--- src/rtl/ctrl_pkg.sv ---
// Shared encodings for the pipelined RV32I main control: opcodes, ALUOp and
// writeback-select codes, and the per-stage control bundle layouts.
package ctrl_pkg;

    localparam logic [6:0] OP_R      = 7'b0110011;
    localparam logic [6:0] OP_IMM    = 7'b0010011;
    localparam logic [6:0] OP_LOAD   = 7'b0000011;
    localparam logic [6:0] OP_STORE  = 7'b0100011;
    localparam logic [6:0] OP_BRANCH = 7'b1100011;
    localparam logic [6:0] OP_JAL    = 7'b1101111;
    localparam logic [6:0] OP_JALR   = 7'b1100111;
    localparam logic [6:0] OP_LUI    = 7'b0110111;
    localparam logic [6:0] OP_AUIPC  = 7'b0010111;

    localparam int ALUOP_BITS = 2;
    localparam logic [ALUOP_BITS-1:0] ALU_ADD   = 2'b00;
    localparam logic [ALUOP_BITS-1:0] ALU_SUB   = 2'b01;
    localparam logic [ALUOP_BITS-1:0] ALU_FUNCT = 2'b10;
    localparam logic [ALUOP_BITS-1:0] ALU_PASSB = 2'b11;

    localparam logic [1:0] WB_ALU = 2'b00;
    localparam logic [1:0] WB_MEM = 2'b01;
    localparam logic [1:0] WB_PC4 = 2'b10;

    typedef struct packed {
        logic                  valid;
        logic                  branch;
        logic                  jump;
        logic                  jalr;
        logic                  mem_read;
        logic                  mem_write;
        logic [1:0]            wb_sel;
        logic [ALUOP_BITS-1:0] aluop;
        logic                  alusrc;
        logic                  asel_pc;
        logic                  regwrite;
    } ctrl_t;

    localparam ctrl_t CTRL_BUBBLE = '0;

    // Later stages only carry the fields they still consume.
    typedef struct packed {
        logic       valid;
        logic       mem_read;
        logic       mem_write;
        logic       regwrite;
        logic [1:0] wb_sel;
    } mem_ctrl_t;

    typedef struct packed {
        logic       valid;
        logic       regwrite;
        logic [1:0] wb_sel;
    } wb_ctrl_t;

    function automatic ctrl_t mk_ctrl(
        input logic                  branch,
        input logic                  jump,
        input logic                  jalr,
        input logic                  mem_read,
        input logic                  mem_write,
        input logic [1:0]            wb_sel,
        input logic [ALUOP_BITS-1:0] aluop,
        input logic                  alusrc,
        input logic                  asel_pc,
        input logic                  regwrite
    );
        mk_ctrl = '{valid: 1'b1, branch: branch, jump: jump, jalr: jalr,
                    mem_read: mem_read, mem_write: mem_write, wb_sel: wb_sel,
                    aluop: aluop, alusrc: alusrc, asel_pc: asel_pc,
                    regwrite: regwrite};
    endfunction

endpackage

--- src/rtl/ctrl_decode.sv ---
// Combinational ID-stage decode: opcode to control bundle, source-register
// usage for hazard detection, and the illegal-opcode flag.
module ctrl_decode import ctrl_pkg::*; #(
    parameter int REG_AW = 5
) (
    input  logic [6:0]        opcode,
    input  logic [REG_AW-1:0] rd,
    output ctrl_t             ctrl,
    output logic              uses_rs1,
    output logic              uses_rs2,
    output logic              illegal
);

    always_comb begin
        ctrl     = CTRL_BUBBLE;
        uses_rs1 = 1'b0;
        uses_rs2 = 1'b0;
        illegal  = 1'b0;
        case (opcode)
            OP_R: begin
                ctrl = mk_ctrl(1'b0, 1'b0, 1'b0, 1'b0, 1'b0, WB_ALU, ALU_FUNCT, 1'b0, 1'b0, 1'b1);
                uses_rs1 = 1'b1;
                uses_rs2 = 1'b1;
            end
            OP_IMM: begin
                ctrl = mk_ctrl(1'b0, 1'b0, 1'b0, 1'b0, 1'b0, WB_ALU, ALU_FUNCT, 1'b1, 1'b0, 1'b1);
                uses_rs1 = 1'b1;
            end
            OP_LOAD: begin
                ctrl = mk_ctrl(1'b0, 1'b0, 1'b0, 1'b1, 1'b0, WB_MEM, ALU_ADD, 1'b1, 1'b0, 1'b1);
                uses_rs1 = 1'b1;
            end
            OP_STORE: begin
                ctrl = mk_ctrl(1'b0, 1'b0, 1'b0, 1'b0, 1'b1, WB_ALU, ALU_ADD, 1'b1, 1'b0, 1'b0);
                uses_rs1 = 1'b1;
                uses_rs2 = 1'b1;
            end
            OP_BRANCH: begin
                ctrl = mk_ctrl(1'b1, 1'b0, 1'b0, 1'b0, 1'b0, WB_ALU, ALU_SUB, 1'b0, 1'b0, 1'b0);
                uses_rs1 = 1'b1;
                uses_rs2 = 1'b1;
            end
            OP_JAL: begin
                ctrl = mk_ctrl(1'b0, 1'b1, 1'b0, 1'b0, 1'b0, WB_PC4, ALU_ADD, 1'b1, 1'b1, 1'b1);
            end
            OP_JALR: begin
                ctrl = mk_ctrl(1'b0, 1'b1, 1'b1, 1'b0, 1'b0, WB_PC4, ALU_ADD, 1'b1, 1'b0, 1'b1);
                uses_rs1 = 1'b1;
            end
            OP_LUI: begin
                ctrl = mk_ctrl(1'b0, 1'b0, 1'b0, 1'b0, 1'b0, WB_ALU, ALU_PASSB, 1'b1, 1'b0, 1'b1);
            end
            OP_AUIPC: begin
                ctrl = mk_ctrl(1'b0, 1'b0, 1'b0, 1'b0, 1'b0, WB_ALU, ALU_ADD, 1'b1, 1'b1, 1'b1);
            end
            default: illegal = 1'b1;
        endcase
        // Writes to x0 are architecturally discarded; drop them here.
        if (rd == '0) ctrl.regwrite = 1'b0;
    end

endmodule

--- src/rtl/ctrl_pipe.sv ---
// Pipelined main control: decodes in ID, carries the bundle through
// ID/EX, EX/MEM and MEM/WB, and handles load-use stalls and EX flushes.
module ctrl_pipe import ctrl_pkg::*; #(
    parameter int REG_AW       = 5,
    parameter int ALUOP_W      = 2,
    parameter bit ILLEGAL_TRAP = 1'b1
) (
    input  logic               clk,
    input  logic               rst_n,
    input  logic               id_valid_i,
    input  logic [6:0]         id_opcode_i,
    input  logic [REG_AW-1:0]  id_rs1_i,
    input  logic [REG_AW-1:0]  id_rs2_i,
    input  logic [REG_AW-1:0]  id_rd_i,
    input  logic               flush_i,
    output logic               stall_id_o,
    output logic               ex_valid_o,
    output logic               ex_branch_o,
    output logic               ex_jump_o,
    output logic               ex_jalr_o,
    output logic               ex_alusrc_o,
    output logic               ex_asel_pc_o,
    output logic [ALUOP_W-1:0] ex_aluop_o,
    output logic [REG_AW-1:0]  ex_rd_o,
    output logic               mem_valid_o,
    output logic               mem_read_o,
    output logic               mem_write_o,
    output logic [REG_AW-1:0]  mem_rd_o,
    output logic               wb_valid_o,
    output logic               wb_regwrite_o,
    output logic [1:0]         wb_sel_o,
    output logic [REG_AW-1:0]  wb_rd_o,
    output logic               illegal_o
);

    ctrl_t             id_ctrl;
    logic              id_uses_rs1;
    logic              id_uses_rs2;
    logic              id_illegal;

    ctrl_t             ex_p0;
    logic [REG_AW-1:0] ex_rd_p0;
    logic              illegal_p0;
    mem_ctrl_t         mem_p1;
    logic [REG_AW-1:0] mem_rd_p1;
    wb_ctrl_t          wb_p2;
    logic [REG_AW-1:0] wb_rd_p2;

    logic              hazard;
    logic              bubble;

    ctrl_decode #(.REG_AW(REG_AW)) u_decode (
        .opcode   (id_opcode_i),
        .rd       (id_rd_i),
        .ctrl     (id_ctrl),
        .uses_rs1 (id_uses_rs1),
        .uses_rs2 (id_uses_rs2),
        .illegal  (id_illegal)
    );

    // A load in EX whose result ID needs cannot be forwarded in time.
    assign hazard = id_valid_i & ex_p0.valid & ex_p0.mem_read & (ex_rd_p0 != '0) &
                    ((id_uses_rs1 & (id_rs1_i == ex_rd_p0)) |
                     (id_uses_rs2 & (id_rs2_i == ex_rd_p0)));
    assign stall_id_o = hazard & ~flush_i;
    assign bubble     = flush_i | hazard | ~id_valid_i | id_illegal;

    always_ff @(posedge clk or negedge rst_n) begin
        if (!rst_n) begin
            ex_p0      <= CTRL_BUBBLE;
            ex_rd_p0   <= '0;
            illegal_p0 <= 1'b0;
            mem_p1     <= '0;
            mem_rd_p1  <= '0;
            wb_p2      <= '0;
            wb_rd_p2   <= '0;
        end else begin
            // ID -> EX
            ex_p0      <= bubble ? CTRL_BUBBLE : id_ctrl;
            ex_rd_p0   <= bubble ? '0 : id_rd_i;
            illegal_p0 <= ILLEGAL_TRAP & id_valid_i & id_illegal & ~flush_i;
            // EX -> MEM
            mem_p1     <= '{valid: ex_p0.valid, mem_read: ex_p0.mem_read,
                            mem_write: ex_p0.mem_write, regwrite: ex_p0.regwrite,
                            wb_sel: ex_p0.wb_sel};
            mem_rd_p1  <= ex_rd_p0;
            // MEM -> WB
            wb_p2      <= '{valid: mem_p1.valid, regwrite: mem_p1.regwrite,
                            wb_sel: mem_p1.wb_sel};
            wb_rd_p2   <= mem_rd_p1;
        end
    end

    assign ex_valid_o    = ex_p0.valid;
    assign ex_branch_o   = ex_p0.branch;
    assign ex_jump_o     = ex_p0.jump;
    assign ex_jalr_o     = ex_p0.jalr;
    assign ex_alusrc_o   = ex_p0.alusrc;
    assign ex_asel_pc_o  = ex_p0.asel_pc;
    assign ex_aluop_o    = ALUOP_W'(ex_p0.aluop);
    assign ex_rd_o       = ex_rd_p0;
    assign illegal_o     = illegal_p0;

    assign mem_valid_o   = mem_p1.valid;
    assign mem_read_o    = mem_p1.mem_read;
    assign mem_write_o   = mem_p1.mem_write;
    assign mem_rd_o      = mem_rd_p1;

    assign wb_valid_o    = wb_p2.valid;
    assign wb_regwrite_o = wb_p2.regwrite;
    assign wb_sel_o      = wb_p2.wb_sel;
    assign wb_rd_o       = wb_rd_p2;

endmodule

--- config.mk ---
export PLATFORM = sky130hd
export DESIGN_NAME = ctrl_pipe
export DESIGN_NICKNAME = d
export VERILOG_FILES = /design/src/rtl/ctrl_pkg.sv /design/src/rtl/ctrl_decode.sv /design/src/rtl/ctrl_pipe.sv
export SDC_FILE = /design/constraint.sdc
export NUM_CORES = 1
export LEC_CHECK = 0
export CAP_MARGIN = 20
export CORE_MARGIN = 3
export CORE_UTILIZATION = 48
export DETAILED_ROUTE_END_ITERATION = 16
export GPL_TIMING_DRIVEN = 1
export PLACE_DENSITY_LB_ADDON = 0.3
export SLEW_MARGIN = 20
export SYNTH_ARGS = -nofsm -noshare
export SYNTH_HDL_FRONTEND = slang
export SYNTH_HIERARCHICAL = 1
export SYNTH_SLANG_ARGS = --single-unit
export TNS_END_PERCENT = 20
--- constraint.sdc ---
create_clock -name clk -period 2.24 [get_ports clk]
set_input_delay 0.448 -clock clk [delete_from_list [all_inputs] [get_ports clk]]
set_output_delay 0.448 -clock clk [all_outputs]
set_load 0.02 [all_outputs]
==> Yosys cells after proc, flatten, opt, wreduce, memory -nomap -nowiden <==
Cells that the tools add are included.
{ "totals": {"out_inout_bits": 32, "register_bits": 39, "inputBits": 26, "wordCells": 61} }
{ "op_classes": {"muxes": 7, "n_bitwise": 15, "reduce_logical": 5, "n_eq_ne": 11} }
{ "op_table": {"columns": ["cell", "n"], "rows": [
  ["13-bit one-hot mux with 9 select lines", 1],
  ["7-bit by 6-bit equality test with 1-bit output (second input constant)", 3],
  ["7-bit equality test (second input constant)", 3],
  ["7-bit by 5-bit equality test with 1-bit output (second input constant)", 2],
  ["13-bit 2-to-1 mux", 1],
  ["5-bit equality test", 2],
  ["1-bit AND", 9],
  ["9-bit OR reduction", 1],
  ["7-bit by 2-bit equality test with 1-bit output (second input constant)", 1],
  ["6-bit OR reduction", 1],
  ["5-bit zero test", 1],
  ["5-bit 2-to-1 mux", 1],
  ["5-bit nonzero test", 1],
  ["1-bit 2-to-1 mux", 4],
  ["1-bit bitwise OR", 4],
  ["3-bit OR reduction", 1],
  ["1-bit inverter", 2]
]} }

==> Depth between registers and ports, before layout <==
Gate-level depths: netlist of run 1.
{ "logic_depth": {"depth_word": 10, "mapped_depth": 8, "depth_no_buf": 6} }

==> Hierarchy <==
Netlist of run 1, hierarchy kept.
{ "modules_own_cells": {"columns": ["mod", "area_each_um2", "cells_each", "n_inst"], "rows": [
  ["ctrl_pipe", 1418.9, 104, 1],
  ["ctrl_decode", 276.5, 44, 1]
]} }

==> Worst setup path after synthesis of run 1 <==
Ideal clock, no wire load.
{ "synth_timing": {"path_kind": "input -> output", "startpoint": "input port id_opcode_i[4]", "endpoint": "output port stall_id_o", "t_required_ns": 1.792, "cell_stages": 7, "arrival_time_ns": 1.464, "setup_slack_ns": 0.328, "cell_sequence": "buf_6 -> nand3b_1 -> o21ai_0 -> and2_1 -> nand2_1 -> o22ai_4 -> and3b_2"} }
{ "synth_via": {"elab_chain_len": 7, "elab_cells_between_ends": 15, "cone_classes": "6 x eq/ne; 2 x mux; 5 x bitwise; 2 x reduce/logical"} }
{ "synth_lines": {"columns": ["element", "line_no", "source"], "rows": [
  ["start: declaration", "ctrl_pipe.sv:11", "input logic [6:0] id_opcode_i,"],
  ["7-bit by 6-bit equality test with 1-bit output (tied with other cells)", "ctrl_decode.sv:19", "case (opcode)"],
  ["6-bit OR reduction (no line) (*)", null, null],
  ["1-bit 2-to-1 mux (*)", "ctrl_decode.sv:19", null],
  ["named net id_uses_rs1", "ctrl_pipe.sv:37", "logic id_uses_rs1;"],
  ["1-bit AND (*)", "ctrl_pipe.sv:63", "((id_uses_rs1 & (id_rs1_i == ex_rd_p0)) |"],
  ["1-bit bitwise OR (*)", "ctrl_pipe.sv:63", null],
  ["1-bit AND (*)", "ctrl_pipe.sv:62", "assign hazard = id_valid_i & ex_p0.valid & ex_p0.mem_read & (ex_rd_p0 != '0) &"],
  ["1-bit AND (*)", "ctrl_pipe.sv:65", "assign stall_id_o = hazard & ~flush_i;"],
  ["end: declaration", "ctrl_pipe.sv:16", "output logic stall_id_o,"]
]} }
Mark *: on every way through the listed nets, which the timed path passes. The rest lies on a longest branch.

==> Worst setup path in the final report of run 1 <==
{ "layout_timing": {"startpoint": "input port id_rs2_i[1]", "endpoint": "output port stall_id_o"} }
{ "layout_via": {"elab_chain_len": 5} }
{ "layout_lines": {"columns": ["element", "line_no", "source"], "rows": [
  ["start: declaration", "ctrl_pipe.sv:13", "input logic [REG_AW-1:0] id_rs2_i,"],
  ["5-bit equality test", "ctrl_pipe.sv:64", "(id_uses_rs2 & (id_rs2_i == ex_rd_p0)));"],
  ["1-bit AND", "ctrl_pipe.sv:64", null],
  ["1-bit bitwise OR", "ctrl_pipe.sv:63", null],
  ["1-bit AND", "ctrl_pipe.sv:62", null],
  ["1-bit AND", "ctrl_pipe.sv:65", null]
]} }
Every way passes these cells.

==> results of run 1 <==
cells by family after synthesis:
| family | Yosys count | share of synthesized area [%] |
|---|---|---|
| AND/OR/NAND/NOR | 56 | 21.18 |
| flip-flops | 39 | 57.56 |
| AO/OA/AOI/OAI | 29 | 10.70 |
| buffers and inverters | 14 | 5.387 |
| XOR/XNOR | 10 | 5.166 |
cell usage in the layout (no fill, tap or decap), drive strengths merged:
| cell type | count |
|---|---|
| clkbuf | 5 |
| a2111oi | 1 |
| or2 | 1 |
| nor3 | 3 |
| nand4 | 2 |
| clkinvlp | 1 |
| and2 | 2 |
| o21ai | 3 |
| o2bb2ai | 1 |
| and4bb | 1 |
| xnor2 | 10 |
| or4 | 1 |
| o22ai | 1 |
| or3b | 1 |
| or3 | 1 |
| clkdlybuf4s50 | 42 |
| dlymetal6s2s | 4 |
| and3b | 1 |
| dlygate4sd2 | 9 |
| bufinv | 2 |
| nand2 | 6 |
| nand2b | 1 |
| o32ai | 1 |
| nand3 | 2 |
| nand3b | 21 |
| nor4 | 1 |
| a21oi | 22 |
| nand4b | 1 |
| nor2 | 5 |
| nor2b | 4 |
| inv | 2 |
| dfrtp | 39 |
| and3 | 2 |
| buf | 28 |
synthesized netlist by cell type, types with 2 or more instances:
cell / number
sky130_fd_sc_hd__nand3_1: 2
sky130_fd_sc_hd__buf_2: 4
sky130_fd_sc_hd__buf_6: 2
sky130_fd_sc_hd__nor3_1: 3
sky130_fd_sc_hd__and2_1: 2
sky130_fd_sc_hd__xnor2_1: 10
sky130_fd_sc_hd__nor2b_1: 4
sky130_fd_sc_hd__nand3b_1: 21
sky130_fd_sc_hd__nand4_1: 2
sky130_fd_sc_hd__nand2_1: 6
sky130_fd_sc_hd__and3_1: 2
sky130_fd_sc_hd__nor2_1: 5
sky130_fd_sc_hd__a21oi_1: 21
sky130_fd_sc_hd__buf_4: 5
sky130_fd_sc_hd__dfrtp_1: 39
sky130_fd_sc_hd__o21ai_0: 2
flip-flops by register name, indices dropped and copies added (netlist names):
name	count
illegal_o	1
mem_write_o	1
ex_p0	5
mem_rd_o	5
wb_sel_o	2
ex_alusrc_o	1
ex_rd_o	5
wb_regwrite_o	1
mem_read_o	1
ex_jalr_o	1
ex_branch_o	1
mem_p1	3
ex_valid_o	1
mem_valid_o	1
ex_jump_o	1
wb_valid_o	1
ex_asel_pc_o	1
wb_rd_o	5
ex_aluop_o	2
cell type report:
type	instances	area, um2	area share, %
sequential	39	975.9	38.16
timing repair buffer	83	760.7	29.75
clock inverter	3	67.56	2.642
inverter	2	7.507	0.2935
clock buffer	5	37.54	1.468
multi-input combinational	95	653.1	25.54
tap	44	55.05	2.153
metal layers:
metal  track usage, %  share of wire [%]
met1            22.78                 38
met4            7.772                2.0
met3            4.786                6.1
met2            39.19                 54
met5                0                  0
path summary, 6_finish.rpt:
check | start | to | slack [ns]
setup / recovery | id_rs2_i[1] | stall_id_o | 0.05
hold / removal | rst_n | wb_regwrite_o | 0.18
setup reg to reg | ex_rd_o[0] | ex_p0[5] | 0.56
hold reg to reg | mem_p1[0] | wb_sel_o[0] | 0.36
max in group asynchronous | rst_n | wb_rd_o[4] | 1.56
min in group clk | mem_p1[0] | wb_sel_o[0] | 0.36
repair_timing:
action	in CTS	in global routing
buffers inserted	5	1
pin swaps	8	5
setup endpoints to repair	1	1
resized for setup	18	7
critical path: stages:
cell and delay [ns]:
sky130_fd_sc_hd__clkdlybuf4s50_1 0.47, sky130_fd_sc_hd__xnor2_1 0.11, sky130_fd_sc_hd__nand4_1 0.18, sky130_fd_sc_hd__o22ai_4 0.20, sky130_fd_sc_hd__and3b_2 0.21, sky130_fd_sc_hd__buf_6 0.11
where the power goes:
part | internal (uW) | leakage [uW] | switching, uW
combinational | 77.3 | 0.000575 | 68.9
sequential | 707 | 0.000544 | 1.71
clock | 347 | 0.0000514 | 231
stage by stage:
| stage | worst slack, ns | power, uW | hold WS (ns) |
|---|---|---|---|
| final | 0.05431 | 1432 | 0.1758 |
| after floorplan | 0.3275 | 773.5 | 0.1524 |
| after CTS | 0.001532 | 1443 | 0.1915 |
| after detailed placement | -0.5702 | 866.1 | 0.3358 |
| after global routing | -0.03496 | 1493 | 0.2345 |
| after global placement | -0.5254 | 861.8 | 0.3325 |
==> flow_results.xml, run 1 <==
<?xml version="1.0" encoding="UTF-8"?>
<metrics>
  <group name="cells_and_area">
    <metric name="finalNonFillerCells" unit="">271</metric>
    <metric name="syn2layout_area_growth" unit="%">50.85</metric>
    <metric name="fin_util" unit="%">79.84</metric>
    <metric name="antenna_cells_inserted" unit="">0</metric>
    <metric name="final_cell_area" unit="mm2">0.002557</metric>
    <metric name="layout.nets" unit="">252</metric>
    <metric name="fillCellCount" unit="">209</metric>
    <metric name="post_route_cells_drive_above_1_share" unit="%">20.26</metric>
  </group>
  <group name="yosys">
    <metric name="syn_area_per_cell" unit="um2">11.46</metric>
    <metric name="ys_ff_latch" unit="">39</metric>
    <metric name="ys_warn_count" unit="">6</metric>
    <metric name="yosysSeqAreaShare" unit="%">57.56</metric>
    <metric name="dominantRegCellSynth" unit="">sky130_fd_sc_hd__dfrtp_1</metric>
    <metric name="syn-instance-count" unit="">148</metric>
    <metric name="postSynthNetCount" unit="">174</metric>
    <metric name="synth-edff-count" unit="">0</metric>
    <metric name="netlist.area_leader.share" unit="%">57.56</metric>
    <metric name="yosysTopAreaCell" unit="">sky130_fd_sc_hd__dfrtp_1</metric>
    <metric name="synth.lib_cells_used.distinct" unit="">34</metric>
    <metric name="post_synth_instance_area" unit="mm2">0.001695</metric>
    <metric name="share_of_synthesized_flip_flops_with_an_asynchronous_set_or_reset" unit="%">100.0</metric>
    <metric name="synthTopCellsByArea" unit="">sky130_fd_sc_hd__dfrtp_1 58%, sky130_fd_sc_hd__nand3b_1 9.3%, sky130_fd_sc_hd__a21oi_1 6.2%</metric>
  </group>
  <group name="setup_path">
    <metric name="timing_worst_setup_path_type" unit="">input port to output pin</metric>
    <metric name="end_kind" unit="">output pin</metric>
    <metric name="worst_r2r_path_depth" unit="">7</metric>
    <metric name="timing.critical_path.required" unit="ns">1.79</metric>
    <metric name="cp.arrival" unit="ns">1.74</metric>
    <metric name="worstPathMaxFanout" unit="">2</metric>
    <metric name="worstSetupStartpointType" unit="">input port</metric>
  </group>
  <group name="sta">
    <metric name="report.final.slew_viol_count" unit="">0</metric>
    <metric name="report.final.hold_viol_count" unit="">0</metric>
    <metric name="timing.slew.headroom" unit="%">46.29</metric>
    <metric name="final_number_of_setup_violating_endpoints" unit="">0</metric>
    <metric name="final.period_utilization" unit="%">97.58</metric>
    <metric name="worst_slew_pin_slew" unit="ns">0.8056</metric>
    <metric name="setup_tns" unit="ns">0</metric>
    <metric name="period_needed" unit="ns">2.186</metric>
    <metric name="fmax" unit="MHz">457.5</metric>
    <metric name="clock_skew" unit="ns">0.004855</metric>
  </group>
  <group name="clock_tree">
    <metric name="cts_max_level" unit="">2</metric>
    <metric name="cts_buffers" unit="">5</metric>
    <metric name="postCtsHoldBufs" unit="">0</metric>
    <metric name="cts_sinks" unit="">39</metric>
    <metric name="cts_max_path_buffers" unit="">2</metric>
    <metric name="clk_latency" unit="ns">0.35</metric>
    <metric name="worst_setup_hold_path_clk_slew" unit="ns">0.11</metric>
    <metric name="clock_tree.root_cell" unit="">sky130_fd_sc_hd__clkbuf_4</metric>
    <metric name="tritoncts_clock_tree" unit="">yes</metric>
  </group>
  <group name="placement">
    <metric name="dpl.cell_count" unit="">257</metric>
    <metric name="dpl.hpwl" unit="um">2975</metric>
    <metric name="placedInstanceArea" unit="mm2">0.002382</metric>
    <metric name="gp_congestion" unit="">0.9252</metric>
    <metric name="place.port_buffers" unit="">57</metric>
  </group>
  <group name="run">
    <metric name="number_of_max_capacitance_violations_reported" unit="">0</metric>
  </group>
  <group name="floorplan">
    <metric name="floorplan.io_pins" unit="">58</metric>
    <metric name="initial_core_util" unit="%">52.93</metric>
    <metric name="fp-row-count" unit="">20</metric>
    <metric name="die_width" unit="um">65.43</metric>
    <metric name="fp.dieH" unit="um">65.43</metric>
    <metric name="total_die_area" unit="mm2">0.004281</metric>
    <metric name="fp.coreArea" unit="mm2">0.003203</metric>
  </group>
  <group name="detailed_routing">
    <metric name="totalWireLength" unit="um">4018</metric>
    <metric name="vias_per_cell" unit="">5.280</metric>
    <metric name="routed_wire_length_per_instance" unit="um">14.83</metric>
    <metric name="num_vias" unit="">1431</metric>
    <metric name="initialDrtViolationCount" unit="">50</metric>
    <metric name="drt.antenna.violating_nets" unit="">0</metric>
    <metric name="drc_errors" unit="">0</metric>
    <metric name="firstDrtPassIters" unit="">4</metric>
  </group>
  <group name="global_routing">
    <metric name="antenna_found_initial" unit="">0</metric>
    <metric name="grt_pass1_wl" unit="um">6727</metric>
    <metric name="grt_total_usage" unit="%">20.95</metric>
    <metric name="gr-total-overflow" unit="">0</metric>
    <metric name="grt_max_degree" unit="">40</metric>
    <metric name="number_of_global_route_vias_before_repair" unit="">1464</metric>
  </group>
  <group name="power">
    <metric name="p_leak" unit="uW">0.001170</metric>
    <metric name="highest_ir_drop_seen_on_vdd" unit="mV">0.3178</metric>
    <metric name="power_density" unit="mW/mm2">559.9</metric>
  </group>
  <group name="hold_path">
    <metric name="worstHoldPathType" unit="">input port to asynchronous set/reset pin</metric>
  </group>
  <group name="outcome">
    <metric name="outcome" unit="">complete, no violations</metric>
  </group>
</metrics>
No activity file was read; power rests on OpenSTA's default activity.
==> inputs of run 2 (changes only) <==
PLACE_DENSITY_LB_ADDON = 0.15   (was 0.3)
==> run 2 against run 1 <==
Effect of this change:
- combinational power is 3% lower
- die area did not move
- maximum frequency increased by 0.55%
- worst hold slack got worse by 0.0057 ns
- critical path type unchanged
==> flow_results.xml, run 2 (synthesis results as in run 1) <==
<?xml version="1.0" encoding="UTF-8"?>
<metrics>
  <group name="cells_and_area">
    <metric name="antenna_cells_inserted" unit="">0</metric>
    <metric name="fin_util" unit="%">77.54</metric>
    <metric name="finalNonFillerCells" unit="">265</metric>
    <metric name="mostFrequentLayoutCells" unit="">43 x sky130_fd_sc_hd__clkdlybuf4s50_1, 39 x sky130_fd_sc_hd__dfrtp_1, 21 x sky130_fd_sc_hd__nand3b_1</metric>
    <metric name="layout.nets" unit="">246</metric>
    <metric name="post_route_cells_drive_above_1_share" unit="%">18.55</metric>
    <metric name="fillCellCount" unit="">240</metric>
    <metric name="mostFrequentLayoutCell" unit="">sky130_fd_sc_hd__clkdlybuf4s50_1</metric>
    <metric name="syn2layout_area_growth" unit="%">46.49</metric>
  </group>
  <group name="power">
    <metric name="highest_ir_drop_seen_on_vdd" unit="mV">0.3238</metric>
    <metric name="p_switching" unit="uW">298.1</metric>
    <metric name="power.internal" unit="uW">1043</metric>
    <metric name="share_clk_of_total_power" unit="%">36.6</metric>
    <metric name="switching_share" unit="%">22.23</metric>
    <metric name="power_density" unit="mW/mm2">539.9</metric>
    <metric name="seqPwrFrac" unit="%">52.8</metric>
    <metric name="p_leak" unit="uW">0.001144</metric>
    <metric name="combinational_fraction_of_design_power" unit="%">10.6</metric>
  </group>
  <group name="clock_tree">
    <metric name="cts_buffers" unit="">5</metric>
    <metric name="cts_sinks" unit="">39</metric>
    <metric name="clock_tree.root_cell" unit="">sky130_fd_sc_hd__clkbuf_4</metric>
    <metric name="cts_max_path_buffers" unit="">2</metric>
    <metric name="clk_latency" unit="ns">0.35</metric>
    <metric name="cts_max_level" unit="">2</metric>
    <metric name="tritoncts_clock_tree" unit="">yes</metric>
    <metric name="postCtsHoldBufs" unit="">0</metric>
    <metric name="worst_setup_hold_path_clk_slew" unit="ns">0.12</metric>
  </group>
  <group name="detailed_routing">
    <metric name="routed_wire_length_per_instance" unit="um">16.90</metric>
    <metric name="firstDrtPassIters" unit="">4</metric>
    <metric name="route.met3.wl" unit="um">307</metric>
    <metric name="wl_met2" unit="um">2418</metric>
    <metric name="num_vias" unit="">1426</metric>
    <metric name="totalWireLength" unit="um">4479</metric>
    <metric name="initialDrtViolationCount" unit="">74</metric>
    <metric name="topRoutingLayerUsed" unit="">met4</metric>
    <metric name="detail_route.wirelength.met1" unit="um">1668</metric>
    <metric name="vias_per_cell" unit="">5.381</metric>
    <metric name="drt.antenna.violating_nets" unit="">0</metric>
    <metric name="drc_errors" unit="">0</metric>
  </group>
  <group name="global_routing">
    <metric name="grt_pass1_wl" unit="um">7327</metric>
    <metric name="grt_max_degree" unit="">40</metric>
    <metric name="antenna_found_initial" unit="">0</metric>
    <metric name="number_of_global_route_vias_before_repair" unit="">1507</metric>
    <metric name="grt_total_usage" unit="%">22.72</metric>
    <metric name="gr-total-overflow" unit="">0</metric>
  </group>
  <group name="placement">
    <metric name="pre_cts_ws" unit="ns">-0.6418</metric>
    <metric name="place.port_buffers" unit="">57</metric>
    <metric name="gp_congestion" unit="">1.034</metric>
    <metric name="dpl.hpwl" unit="um">3310</metric>
    <metric name="dpl.cell_count" unit="">255</metric>
  </group>
  <group name="floorplan">
    <metric name="die_width" unit="um">65.43</metric>
    <metric name="fp.coreArea" unit="mm2">0.003203</metric>
    <metric name="initial_core_util" unit="%">52.93</metric>
    <metric name="total_die_area" unit="mm2">0.004281</metric>
    <metric name="fp.dieH" unit="um">65.43</metric>
    <metric name="floorplan.io_pins" unit="">58</metric>
    <metric name="fp-row-count" unit="">20</metric>
  </group>
  <group name="setup_path">
    <metric name="timing.critical_path.required" unit="ns">1.79</metric>
    <metric name="cp.arrival" unit="ns">1.73</metric>
    <metric name="worstSetupStartpointType" unit="">input port</metric>
    <metric name="timing_worst_setup_path_type" unit="">input port to output pin</metric>
    <metric name="worstPathMaxFanout" unit="">2</metric>
    <metric name="end_kind" unit="">output pin</metric>
  </group>
  <group name="sta">
    <metric name="timing.slew.headroom" unit="%">45.65</metric>
    <metric name="fmax" unit="MHz">460.1</metric>
    <metric name="worst_slew_pin_slew" unit="ns">0.8153</metric>
    <metric name="final_number_of_setup_violating_endpoints" unit="">0</metric>
    <metric name="clock_skew" unit="ns">0.01548</metric>
    <metric name="report.final.slew_viol_count" unit="">0</metric>
    <metric name="setup_tns" unit="ns">0</metric>
    <metric name="report.final.hold_viol_count" unit="">0</metric>
    <metric name="crit_path_setup_slack_layout" unit="ns">0.06636</metric>
    <metric name="period_needed" unit="ns">2.174</metric>
    <metric name="final.period_utilization" unit="%">97.04</metric>
  </group>
  <group name="hold_path">
    <metric name="worstHoldPathType" unit="">input port to asynchronous set/reset pin</metric>
  </group>
  <group name="outcome">
    <metric name="outcome" unit="">complete, no violations</metric>
  </group>
  <group name="run">
    <metric name="number_of_max_capacitance_violations_reported" unit="">0</metric>
  </group>
</metrics>
-- run 2: final timing paths --
path | start | end | slack (ns) | cells after the start
max in group asynchronous | rst_n | mem_rd_o[3] | 1.54 | 1
worst min-delay path | rst_n | ex_aluop_o[1] | 0.17 | 1
min in group clk | ex_p0[0] | mem_p1[2] | 0.36 | 0
worst min register to register | ex_p0[0] | mem_p1[2] | 0.36 | 0
worst max register to register | ex_rd_o[1] | ex_asel_pc_o | 0.79 | 5
worst max-delay path | id_rs1_i[1] | stall_id_o | 0.07 | 6
-- run 2: through the flow --
step	power (uW)	hold slack, ns	cell area, um2
global route	1393	0.2225	2484
finish	1341	0.1701	2484
floorplan	773.5	0.1524	1695
global placement	860.3	0.3336	2367
detailed placement	863.3	0.3409	2367
CTS	1346	0.1984	2460
-- run 2: layer usage --
layer / vias to the layer above / track usage [%]
li1: 657 / -
met1: 687 / 25.36
met2: 70 / 42.35
met3: 12 / 5.299
met4: 0 / 6.995
met5: - / 0
-- run 2: final cells by class --
class	instances	area, um2	area share, %
clock buffer	6	51.30	2.065
clock inverter	2	35.03	1.411
inverter	2	7.507	0.3023
multi-input combinational	95	641.9	25.84
sequential	39	975.9	39.29
tap	44	55.05	2.217
timing repair buffer	77	716.9	28.87
-- run 2: repair_timing --
action / 4_1_cts / 5_1_grt
setup endpoints to repair: 1 / 1
gates resized for setup: 14 / 13
setup buffers: 1 / 1
pin swaps: 1 / 8
-- run 2: power by group through the flow --
stage | Combinational [uW] | Clock (uW) | Sequential, uW
global route | 154 | 530 | 709
global placement | 139 | 0 | 722
floorplan | 47.6 | 0 | 726
CTS | 141 | 496 | 708
finish | 142 | 491 | 708
detailed placement | 141 | 0 | 722
-- run 2: critical path, stage by stage --
cell                              delay (ns)
sky130_fd_sc_hd__clkdlybuf4s50_1        0.48
sky130_fd_sc_hd__xnor2_1                0.12
sky130_fd_sc_hd__nand4_1                0.18
sky130_fd_sc_hd__o22ai_4                0.16
sky130_fd_sc_hd__and3b_2                0.21
sky130_fd_sc_hd__buf_6                  0.12
==> inputs of run 3 (changes only) <==
CORE_ASPECT_RATIO = 1.5   (was unset)
GPL_TIMING_DRIVEN = unset   (was 1)
==> run 3 against run 2 <==
Effect of this change:
- utilization grew 0.40 points
- critical path type unchanged
- non-clock buffer count grew 2
- setup slack lost 0.037 ns
- combinational power is essentially flat
- clock power grew 38%
- cell area grew 3.1%
- clock skew shrank 0.0073 ns
- die area grew 0.35%
- highest routed layer unchanged
- maximum frequency shrank 1.7%
- via count shrank 0.42%
- first-iteration DRC count shrank 45%
- sequential cell count is the same
==> flow_results.xml, run 3 (synthesis results as in run 1) <==
<?xml version="1.0" encoding="UTF-8"?>
<metrics>
  <group name="clock_tree">
    <metric name="worst_setup_hold_path_clk_slew" unit="ns">0.08</metric>
    <metric name="cts_sinks" unit="">39</metric>
    <metric name="cts_max_path_buffers" unit="">2</metric>
    <metric name="cts_buffers" unit="">5</metric>
    <metric name="tritoncts_clock_tree" unit="">yes</metric>
    <metric name="clk_latency" unit="ns">0.29</metric>
    <metric name="clock_tree.root_cell" unit="">sky130_fd_sc_hd__clkbuf_8</metric>
    <metric name="cts_max_level" unit="">2</metric>
    <metric name="postCtsHoldBufs" unit="">0</metric>
  </group>
  <group name="detailed_routing">
    <metric name="topRoutingLayerUsed" unit="">met4</metric>
    <metric name="vias_per_cell" unit="">5.399</metric>
    <metric name="route.met3.wl" unit="um">219</metric>
    <metric name="routed_wire_length_per_instance" unit="um">16.54</metric>
    <metric name="totalWireLength" unit="um">4351</metric>
    <metric name="drc_errors" unit="">0</metric>
    <metric name="wl_met2" unit="um">2600</metric>
    <metric name="num_vias" unit="">1420</metric>
    <metric name="firstDrtPassIters" unit="">4</metric>
    <metric name="initialDrtViolationCount" unit="">41</metric>
    <metric name="drt.antenna.violating_nets" unit="">0</metric>
    <metric name="detail_route.wirelength.met1" unit="um">1389</metric>
  </group>
  <group name="cells_and_area">
    <metric name="mostFrequentLayoutCell" unit="">sky130_fd_sc_hd__clkdlybuf4s50_1</metric>
    <metric name="finalNonFillerCells" unit="">263</metric>
    <metric name="post_route_cells_drive_above_1_share" unit="%">19.28</metric>
    <metric name="final_cell_area" unit="mm2">0.002560</metric>
    <metric name="antenna_cells_inserted" unit="">0</metric>
    <metric name="combined_area_of_the_multi_input_logic_cells" unit="um2">654.4</metric>
    <metric name="syn2layout_area_growth" unit="%">51.00</metric>
    <metric name="layout.nets" unit="">248</metric>
    <metric name="fillCellCount" unit="">213</metric>
    <metric name="mostFrequentLayoutCells" unit="">42 x sky130_fd_sc_hd__clkdlybuf4s50_1, 39 x sky130_fd_sc_hd__dfrtp_1, 22 x sky130_fd_sc_hd__buf_4</metric>
    <metric name="regArea" unit="um2">975.9</metric>
  </group>
  <group name="placement">
    <metric name="pre_cts_ws" unit="ns">-0.6550</metric>
    <metric name="gp_congestion" unit="">0.8683</metric>
    <metric name="dpl.hpwl" unit="um">3361</metric>
    <metric name="dpl.cell_count" unit="">253</metric>
    <metric name="placedInstanceArea" unit="mm2">0.002377</metric>
    <metric name="place.port_buffers" unit="">57</metric>
  </group>
  <group name="setup_path">
    <metric name="timing.critical_path.slowest_stage_cell" unit="">sky130_fd_sc_hd__clkdlybuf4s50_1</metric>
    <metric name="max_stage_delay" unit="ns">0.48</metric>
    <metric name="worstPathCellList" unit="">clkdlybuf4s50_1 &gt; xnor2_1 &gt; nand4_1 &gt; o22ai_4 &gt; and3b_2 &gt; buf_6</metric>
    <metric name="worstPathMaxFanout" unit="">2</metric>
    <metric name="cp.arrival" unit="ns">1.76</metric>
    <metric name="timing.critical_path.required" unit="ns">1.79</metric>
    <metric name="timing_worst_setup_path_type" unit="">input port to output pin</metric>
    <metric name="end_kind" unit="">output pin</metric>
    <metric name="worstSetupStartpointType" unit="">input port</metric>
  </group>
  <group name="run">
    <metric name="number_of_max_capacitance_violations_reported" unit="">0</metric>
  </group>
  <group name="sta">
    <metric name="report.final.hold_viol_count" unit="">0</metric>
    <metric name="fin_hold_ws" unit="ns">0.2599</metric>
    <metric name="rsz0062_at_grt" unit="">no</metric>
    <metric name="period_needed" unit="ns">2.210</metric>
    <metric name="worst_slew_pin_slew" unit="ns">0.8325</metric>
    <metric name="final.period_utilization" unit="%">98.67</metric>
    <metric name="fmax" unit="MHz">452.4</metric>
    <metric name="timing.slew.headroom" unit="%">44.50</metric>
    <metric name="clock_skew" unit="ns">0.008142</metric>
    <metric name="final_number_of_setup_violating_endpoints" unit="">0</metric>
    <metric name="crit_path_setup_slack_layout" unit="ns">0.02972</metric>
    <metric name="setup_tns" unit="ns">0</metric>
    <metric name="report.final.slew_viol_count" unit="">0</metric>
  </group>
  <group name="global_routing">
    <metric name="grt_max_degree" unit="">40</metric>
    <metric name="grt_total_usage" unit="%">22.68</metric>
    <metric name="number_of_global_route_vias_before_repair" unit="">1520</metric>
    <metric name="grt_pass1_wl" unit="um">6955</metric>
    <metric name="antenna_found_initial" unit="">0</metric>
    <metric name="gr-total-overflow" unit="">0</metric>
  </group>
  <group name="floorplan">
    <metric name="fp.coreArea" unit="mm2">0.003284</metric>
    <metric name="initial_core_util" unit="%">51.62</metric>
    <metric name="fp.dieH" unit="um">78.79</metric>
    <metric name="floorplan.io_pins" unit="">58</metric>
    <metric name="fp-row-count" unit="">25</metric>
    <metric name="die_width" unit="um">54.53</metric>
    <metric name="total_die_area" unit="mm2">0.004296</metric>
  </group>
  <group name="power">
    <metric name="seqPwrFrac" unit="%">46.4</metric>
    <metric name="p_leak" unit="uW">0.001177</metric>
    <metric name="combinational_fraction_of_design_power" unit="%">9.4</metric>
    <metric name="p_switching" unit="uW">302.1</metric>
    <metric name="power.internal" unit="uW">1226</metric>
    <metric name="highest_ir_drop_seen_on_vdd" unit="mV">0.5231</metric>
    <metric name="share_clk_of_total_power" unit="%">44.2</metric>
    <metric name="switching_share" unit="%">19.77</metric>
    <metric name="power_density" unit="mW/mm2">597.0</metric>
  </group>
  <group name="hold_path">
    <metric name="worstHoldPathType" unit="">input port to asynchronous set/reset pin</metric>
  </group>
  <group name="outcome">
    <metric name="outcome" unit="">complete, no violations</metric>
  </group>
</metrics>
==> run 3: changes by cell type in the layout (fill, tap and decap cells not counted), moves of 2 or more <==
cell,delta
sky130_fd_sc_hd__clkbuf_4,-5
sky130_fd_sc_hd__clkbuf_8,+4
sky130_fd_sc_hd__buf_4,+2
sky130_fd_sc_hd__clkbuf_2,-2
sky130_fd_sc_hd__dlygate4sd2_1,+2
==> run 3: area by class of cell <==
cell class,instances,area share (%)
Clock buffer,6,2.835
Clock inverter,2,2.346
Inverter,2,0.2933
Multi-Input combinational cell,95,25.56
Sequential cell,39,38.12
Tap cell,40,1.955
Timing Repair Buffer,79,28.89
==> run 3: metrics by stage <==
step | total power (uW) | utilization (%)
global route | 1584 | 77.94
floorplan | 773.5 | -
finish | 1528 | 77.94
detailed placement | 866.4 | 72.38
CTS | 1536 | 76.72
global placement | 860.9 | 72.38
==> run 3: power by group through the flow <==
| stage | registers (uW) | clock network, uW | logic (uW) |
|---|---|---|---|
| 2_1_floorplan | 726 | 0 | 47.6 |
| 3_3_place_gp | 722 | 0 | 139 |
| 3_5_place_dp | 722 | 0 | 144 |
| 4_1_cts | 709 | 686 | 142 |
| 5_1_grt | 709 | 720 | 155 |
| 6_report | 709 | 676 | 144 |
==> run 3: layer usage <==
metal	up-vias	GRT usage (%)
met3	12	5.441
met5	-	0
met4	0	11.72
met2	55	43.76
li1	657	-
met1	696	19.58
==> run 3: timing repair <==
action | 4_1_cts | 5_1_grt
gates resized for setup | 16 | 12
setup endpoints to repair | 1 | 1
setup buffers | 1 | 1
pin swaps | 3 | 8
==> run 3: path summary, 6_finish.rpt <==
kind	startpoint	to	slack [ns]	depth (start not counted)
hold reg to reg	mem_p1[2]	wb_regwrite_o	0.35	0
setup reg to reg	ex_rd_o[4]	ex_alusrc_o	0.60	6
max in group asynchronous	rst_n	ex_p0[0]	1.46	1
min in group clk	mem_p1[2]	wb_regwrite_o	0.35	0
hold / removal	rst_n	ex_rd_o[2]	0.26	1
setup / recovery	id_rs2_i[0]	stall_id_o	0.03	6
==> run 3: critical path, delay by kind of cell <==
kind	cells	cell delay (ns)
AND/OR/NAND/NOR	2	0.39
AO/OA/AOI/OAI	1	0.22
XOR/XNOR	1	0.12
buffers and inverters	2	0.59
